## config.mk

```make
export PLATFORM = sky130hd
export DESIGN_NAME = pipeline_ctrl_unit
export DESIGN_NICKNAME = d
export VERILOG_FILES = /design/src/rtl/pipeline_ctrl_unit.sv
export SDC_FILE = /design/constraint.sdc
export NUM_CORES = 1
export LEC_CHECK = 0
export ABC_AREA = 1
export CORE_UTILIZATION = 45
export DETAILED_ROUTE_END_ITERATION = 12
export HOLD_SLACK_MARGIN = 0.05
export PLACE_DENSITY = 0.77
export RECOVER_POWER = 25
export SLEW_MARGIN = 10
export SYNTH_ARGS = -nofsm -noshare
export SYNTH_HDL_FRONTEND = slang
export SYNTH_SLANG_ARGS = --single-unit
```

## constraint.sdc

```tcl
create_clock -name clk -period 2.8 [get_ports clk]
set_input_delay 0.56 -clock clk [delete_from_list [all_inputs] [get_ports clk]]
set_output_delay 0.56 -clock clk [all_outputs]
set_load 0.005 [all_outputs]
```

## src/rtl/pipeline_ctrl_unit.sv

```systemverilog
// rtl/pipeline_ctrl_unit.sv - hazard/stall/flush sequencing and debug run-step-halt FSM for the 5-stage pipeline
module pipeline_ctrl_unit #(
  parameter int DRAIN_CYCLES = 3,
  parameter int CNT_W        = 16
) (
  input  logic             clk,
  input  logic             reset,
  input  logic [4:0]       id_rs,
  input  logic [4:0]       id_rt,
  input  logic             id_uses_rt,
  input  logic             id_is_branch,
  input  logic             id_branch_taken,
  input  logic             id_halt,
  input  logic             ex_mem_read,
  input  logic             ex_wb_reg_write,
  input  logic [4:0]       ex_write_reg,
  input  logic             mem_mem_read,
  input  logic [4:0]       mem_write_reg,
  input  logic             dbg_run,
  input  logic             dbg_step,
  output logic             pipe_enable,
  output logic             pc_write,
  output logic             if_id_write,
  output logic             if_id_flush,
  output logic             id_ex_bubble,
  output logic             halted,
  output logic [1:0]       state,
  output logic [CNT_W-1:0] stall_count
);

  localparam logic [1:0] S_IDLE   = 2'd0;
  localparam logic [1:0] S_RUN    = 2'd1;
  localparam logic [1:0] S_DRAIN  = 2'd2;
  localparam logic [1:0] S_HALTED = 2'd3;

  // Drain counter only has to hold DRAIN_CYCLES-1.
  localparam int             DW         = (DRAIN_CYCLES > 1) ? $clog2(DRAIN_CYCLES) : 1;
  localparam logic [DW-1:0]  DRAIN_LOAD = DW'(DRAIN_CYCLES - 1);
  localparam logic [CNT_W-1:0] CNT_MAX  = '1;

  logic [DW-1:0] drain_cnt;
  logic          step_mode;   // current RUN visit was entered by a single step
  logic          in_run;
  logic          ex_rs_hit, ex_rt_hit, mem_rs_hit, mem_rt_hit;
  logic          load_use, br_alu, br_load, stall, halt_go;

  // Register-match terms; r0 is never a real dependency.
  always_comb begin
    in_run     = (state == S_RUN);
    ex_rs_hit  = (ex_write_reg  != 5'd0) && (ex_write_reg  == id_rs);
    ex_rt_hit  = (ex_write_reg  != 5'd0) && (ex_write_reg  == id_rt);
    mem_rs_hit = (mem_write_reg != 5'd0) && (mem_write_reg == id_rs);
    mem_rt_hit = (mem_write_reg != 5'd0) && (mem_write_reg == id_rt);
    load_use   = ex_mem_read && (ex_rs_hit || (id_uses_rt && ex_rt_hit));
    br_alu     = id_is_branch && ex_wb_reg_write && (ex_rs_hit || ex_rt_hit);
    br_load    = id_is_branch && mem_mem_read && (mem_rs_hit || mem_rt_hit);
    stall      = in_run && (load_use || br_alu || br_load);
    halt_go    = in_run && id_halt && !stall;
  end

  // Per-state pipeline enables; in RUN the hazard priority is stall > halt > taken branch.
  always_comb begin
    pipe_enable  = 1'b0;
    pc_write     = 1'b0;
    if_id_write  = 1'b0;
    if_id_flush  = 1'b0;
    id_ex_bubble = 1'b0;
    case (state)
      S_RUN: begin
        pipe_enable = 1'b1;
        if (stall) begin
          id_ex_bubble = 1'b1;
        end else if (id_halt) begin
          // HALT itself moves on into ID_EX; nothing behind it is fetched.
          if_id_flush = 1'b1;
        end else if (id_is_branch && id_branch_taken) begin
          pc_write    = 1'b1;
          if_id_write = 1'b1;
          if_id_flush = 1'b1;
        end else begin
          pc_write    = 1'b1;
          if_id_write = 1'b1;
        end
      end
      S_DRAIN: begin
        pipe_enable = 1'b1;
        if_id_flush = 1'b1;
      end
      default: begin
      end
    endcase
  end

  // Debug FSM: IDLE/RUN/DRAIN/HALTED with one-cycle step visits to RUN.
  always_ff @(posedge clk or posedge reset) begin
    if (reset) begin
      state     <= S_IDLE;
      step_mode <= 1'b0;
      drain_cnt <= '0;
      halted    <= 1'b0;
    end else begin
      case (state)
        S_IDLE: begin
          if (dbg_run) begin
            state     <= S_RUN;
            step_mode <= 1'b0;
          end else if (dbg_step) begin
            state     <= S_RUN;
            step_mode <= 1'b1;
          end
        end
        S_RUN: begin
          if (halt_go) begin
            state     <= S_DRAIN;
            drain_cnt <= DRAIN_LOAD;
            step_mode <= 1'b0;
          end else if (step_mode || !dbg_run) begin
            state     <= S_IDLE;
            step_mode <= 1'b0;
          end
        end
        S_DRAIN: begin
          if (drain_cnt == '0) begin
            state  <= S_HALTED;
            halted <= 1'b1;
          end else begin
            drain_cnt <= drain_cnt - DW'(1);
          end
        end
        default: begin
          halted <= 1'b1;
        end
      endcase
    end
  end

  // Saturating count of stall cycles.
  always_ff @(posedge clk or posedge reset) begin
    if (reset) begin
      stall_count <= '0;
    end else if (stall && (stall_count != CNT_MAX)) begin
      stall_count <= stall_count + CNT_W'(1);
    end
  end

endmodule

```

==> results.yml <==
run_status:
  run_status: "finished clean"
floorplan:
  start_util_pct: 47.83
  rows: 22
  core_area_sq_mm: 0.003744
  chipHeight_um: 65.08
  die_w_um: 65.08
  io_pins: 55
  dieArea_sq_mm: 0.004235
clock_network:
  clock-sinks: 22
  root_buffer: "clkbuf_8"
  cts_max_path_buffers: 2
  clkSlewWorstSetupHoldPaths_ns: 0.08
  cts_tree: "yes"
  cts_made_buffers: 3
  clock_latency_ns: 0.27
  cts.htree.levels: 1
  post_cts_buffers: 0
worst_setup_path:
  cp.depth: 11
  regToRegSetupSlack_ns: 0.97
  crit_path_top_delay_cell: "clkdlybuf4s50_1"
  end_kind: "output port"
  path_cells: "clkdlybuf4s50_1 -> a21oi_2 -> nor2_1 -> nand3_1 -> nand2_2 -> nand2_4 -> nand4_1 -> nand2_1 -> nand2_2 -> o31ai_2 -> dlygate4sd2_1"
  reg2reg_depth: 7
  crit_required_ns: 2.24
  crit_type: "input port to output port"
  critPathTopFamily: "buffers and inverters"
  critPathLaunchType: "input port"
  reg2reg_to: "stall_count[10]"
  worstReg2RegStart: "stall_count[0]"
  critPathBufInv: 2
  cp_max_fo: 4
  crit_path_max_incr_delay_ns: 0.53
  crit_arrival_ns: 2.09
  cp_common_cell: "nand2_2"
logic_synthesis:
  synth_area_leaders: "dfrtp_1, nand2_1, inv_1"
  yosys.area.top_type: "dfrtp_1"
  synth-seq-cells: 22
  ys.warnings.count: 0
  netlist.area_leader.share_pct: 30.75
  syn_nets: 308
  netlist_area_sq_mm: 0.001790
  synth_cell_types: 27
  synth-seq-area-share_pct: 30.75
  syn_avg_cell_area_sq_um: 6.631
  syn_inst: 270
timing:
  maxSlewHeadroom_pct: 43.80
  tightest_slew_ns: 0.8420
  finalHoldViolations: 0
  fin_skew_ns: 0.01051
  min_period_over_period_pct: 94.61
  period_needed_ns: 2.649
  rsz0062_at_grt: "false"
  setup_viol: 0
  fmax_mhz: 377.5
  drv_slew: 0
place:
  place_area_sq_mm: 0.002430
  place_congestion: 0.8319
  portBuffers: 54
  dpl.hpwl_um: 3354
min_path:
  hold_depth: 2
  min_from: "drain_cnt[0]"
  hold_path_end: "drain_cnt[0]"
  hold_path.class: "flop to flop"
detailed_routing:
  viasPerCell: 4.876
  routed-via-count: 1853
  initialDrtViolationCount: 102
  wirelength_um: 4259
  drc: 0
  wire_per_inst_um: 11.21
  ant_nets: 0
  drtPass1Iterations: 4
global_routing:
  met1_usage_pct: 27.56
  grtUsageTotal_pct: 22.23
  grt_pass1_vias: 1742
  overflow: 0
  top_usage_layer: "met2"
  grt_use_met3_pct: 4.225
  antenna_found_initial: 0
  grt_max_degree: 23
  use_met2_pct: 37.89
  grt_pass1_wl_um: 7348
power:
  total_power_mw: 1.490
  cellLeakagePower_nw: 1.380
  power_density_mw_per_mm2: 579.9
  vdd_drop_max_uv: 405.6
layout:
  postLayoutCellArea_sq_mm: 0.002570
  final_cell_mix: "nand2_1, inv_1, clkdlybuf4s50_1, dfrtp_1, nand3_1"
  diodes: 0
  layout_commonest_cell: "nand2_1"
  syn_to_final_growth_pct: 43.54
  drive_above_1_share_pct: 12.95
  nNetsFinal: 371
job:
  maxCapViolations: 0
[through the flow]
step	TNS, ns	cells	setup WS [ns]	hold slack (ns)	util (%)
after CTS	0	380	0.03692	0.5000	66.91
after global routing	0	380	0.005216	0.5489	68.65
after global placement	-0.7466	376	-0.2051	0.4688	64.91
final	0	380	0.1510	0.4972	68.65
after detailed placement	-0.9109	376	-0.2440	0.4837	64.91
after floorplan	0	270	0.7607	0.4530	-
[flip-flops by register name, indices dropped and copies added, names as in the netlist]
signal / flops
halted: 1
drain_cnt: 2
step_mode: 1
stall_count: 16
state: 2
[synthesized netlist by cell type]
library cell,n
a21oi_1,2
a21oi_4,1
and3_4,1
buf_4,1
buf_6,2
clkbuf_1,1
dfrtp_1,22
ha_1,7
inv_1,33
inv_2,8
nand2_1,99
nand2_2,3
nand2_4,2
nand3_1,20
nand3_2,1
nand4_1,3
nor2_1,18
nor2_2,1
nor3_1,8
nor3_2,3
nor4_1,2
o21ai_0,6
o21ai_1,7
o31ai_1,2
o41ai_1,1
xnor2_1,7
xor2_1,9
[worst register-to-register path, cell delays in order, from the launching register on]
cell and delay, ns:
dfrtp_1 0.46, ha_1 0.27, nand3_2 0.14, nor2_2 0.21
nand4_1 0.18, and3_4 0.31, nand2_1 0.09, o21ai_1 0.07
[routing by layer]
| metal | up-vias | part of all wire (%) |
|---|---|---|
| li1 | 966 | - |
| met1 | 831 | 45 |
| met2 | 46 | 48 |
| met3 | 10 | 4.7 |
| met4 | 0 | 2.0 |
| met5 | - | 0 |
[power breakdown]
part | leakage (nW) | internal [mW] | total, mW | switching, mW
clock network | 0.0357 | 0.191 | 0.299 | 0.108
registers | 0.282 | 0.406 | 0.502 | 0.0953
logic | 1.06 | 0.339 | 0.689 | 0.350
[what timing repair did]
action,4_1_cts,5_1_grt
pin swaps,1,3
gates resized for setup,12,22
hold buffers,0,0
endpoints found under the setup margin,4,2
[worst max path at each step]
| stage | from | end | slack (ns) |
|---|---|---|---|
| 2_1_floorplan | ex_write_reg[2] | pc_write | 0.76 |
| 3_3_place_gp | mem_write_reg[3] | if_id_flush | -0.21 |
| 3_5_place_dp | mem_write_reg[3] | if_id_write | -0.24 |
| 4_1_cts | ex_write_reg[0] | if_id_flush | 0.04 |
| 5_1_grt | id_is_branch | if_id_flush | 0.005 |
| 6_report | id_is_branch | if_id_flush | 0.15 |
[layout make-up]
| cell class | instances | area, sq um |
|---|---|---|
| timing repair buffer | 62 | 636.9 |
| multi-input combinational | 203 | 1097 |
| tap | 48 | 60.06 |
| clock inverter | 1 | 30.03 |
| sequential | 22 | 550.5 |
| inverter | 41 | 153.9 |
| fill | 348 | 1174 |
| clock buffer | 3 | 41.29 |
[cells by family (layout without fill, tap and decap cells)]
group | after synthesis | in the layout | synth area share, %
fa+ha+maj | 7 | 7 | 4.891
xor+xnor | 16 | 16 | 7.827
buf+inv | 45 | 107 | 10.48
simple gates | 161 | 161 | 39.62
compound gates | 19 | 19 | 6.429
flops | 22 | 22 | 30.75
Power figures use the tool's default switching activity.
==> RTL change, RTL diff (config.mk and constraints unchanged) <==
The parameter `CNT_W` goes from 16 to 18.
--- a/src/rtl/pipeline_ctrl_unit.sv
+++ b/src/rtl/pipeline_ctrl_unit.sv
@@ -1,7 +1,7 @@
 // rtl/pipeline_ctrl_unit.sv - hazard/stall/flush sequencing and debug run-step-halt FSM for the 5-stage pipeline
 module pipeline_ctrl_unit #(
   parameter int DRAIN_CYCLES = 3,
-  parameter int CNT_W        = 16
+  parameter int CNT_W        = 18
 ) (
   input  logic             clk,
   input  logic             reset,
Ports: changed (resized stall_count); port bits go from 55 to 57. The function was not compared with the original's and may differ.
==> RTL change against the unedited design <==
Sequential cell count is 2 higher; core utilization is 2.6 points lower; power is 3.5% higher; final area is 3.6% higher; final cell count is 6.1% higher; via count is 4.0% higher; largest cell class unchanged; area after synthesis is 6.6% higher; routed wire length is 7.6% higher; worst setup slack worse by 24 ps; critical path depth is 2 higher; hold slack better by 6.4 ps.
==> RTL change: results (changes against the unedited design) <==
R2R depth=11 (+4); Max IR drop VDD=0.000530 V (+31%); final net count=392 (+5.7%); outcome=finished, final reports clean; largest net degree at the start of global routing=25 (+8.7%); Cell variety after synth=26 (-3.7%); CP startpoint=id_rt[3]; Mapped Nets=326 (+5.8%); vias in the first global route=1,817 (+4.3%); top flop regs=stall_count: 18 flops, drain_cnt: 2 flops, state: 2 flops; Post-Place Worst Slack=-321 ps (-77.0 ps); static leakage power=0.00141 uW (+2.1%); met2 usage=0.389 (+0.00984); WL met1=2130 um (+10%); drt total wl=4580 um (+7.6%); Gate Count Post-Synth=288 (+6.7%); max reg flops=18 (+2); Post-synth top cells=104 x nand2_1, 44 x inv_1, 24 x dfrtp_1, 20 x nor2_1, 18 x nand3_1; Detailed Route Iter0 Violations=124 (+22%); top post-synthesis cells by area=dfrtp_1 31%, nand2_1 20%, inv_1 8.7%; Slew HR=0.134 (-0.304); gr usage total=0.224 (+0.00206); Final GP Congestion=0.860 (+3.3%); Worst R2R End=stall_count[2]$_DFFE_PP0P_; Vias=1,928 (+4.0%); GR met1 Demand/Resource=0.292 (+0.0165); maximum clock frequency=374 MHz (-0.91%); global-route wire length before repair=7780 um (+5.8%); DP HPWL=3660 um (+9.2%)
==> RTL change: cell types whose count changed in the layout (fill, tap and decap cells not counted), moves of 3 or more <==
cell and change:
o21ai_2 +6, inv_2 -5, clkdlybuf4s50_1 +4, nor3_2 -4, nor2_1 +3, nor3_1 +4
nand2_1 +3, o21ai_1 -3, inv_1 +9
==> RTL change: critical path: stages <==
cell and delay (ps):
clkdlybuf4s50_1 500, inv_1 60, nand2_1 50, nand2_1 50
nor2_1 120, nand3_1 80, nand2_1 80, nand2_2 60
nand4_1 70, nand2_1 60, nand2_1 80, o31ai_1 70
dlygate4sd2_1 270
==> RTL change: final cells by class <==
class	count	area, um^2	share of cell area
Inverter	45	169	0.0634
Timing Repair Buffer	66	654	0.246
Multi-Input combinational cell	214	1120	0.421
Sequential cell	24	601	0.226
Tap cell	50	62.6	0.0235
Clock buffer	4	55.1	0.0207
==> RTL change: power breakdown <==
part,total (uW),leakage (uW),internal [uW],switching (uW)
clock,244,0.0000288,126,119
sequential,547,0.000306,446,101
combinational,751,0.00107,382,369
==> RTL change: cell families (layout without fill, tap and decap cells) <==
family | after synthesis | count (layout) | share of synthesized area
buffers and inverters | 50 | 115 | 0.112
AND/OR/NAND/NOR | 165 | 165 | 0.364
XOR/XNOR | 18 | 18 | 0.0826
flip-flops | 24 | 24 | 0.315
adder cells (fa/ha/maj) | 7 | 7 | 0.0459
AO/OA/AOI/OAI | 24 | 24 | 0.0813
==> RTL change: timing repair <==
action,CTS,global route
endpoints found under the setup margin,4,2
pin swaps,0,1
gates resized for setup,13,18
endpoints found under the hold margin,0,0
==> RTL change: metrics by stage <==
step	instance area, um^2	util	hold slack (ps)
detailed placement	2560	0.636	479
floorplan	1910	-	453
finish	2660	0.661	504
global route	2660	0.661	528
CTS	2620	0.651	505
global placement	2560	0.636	469
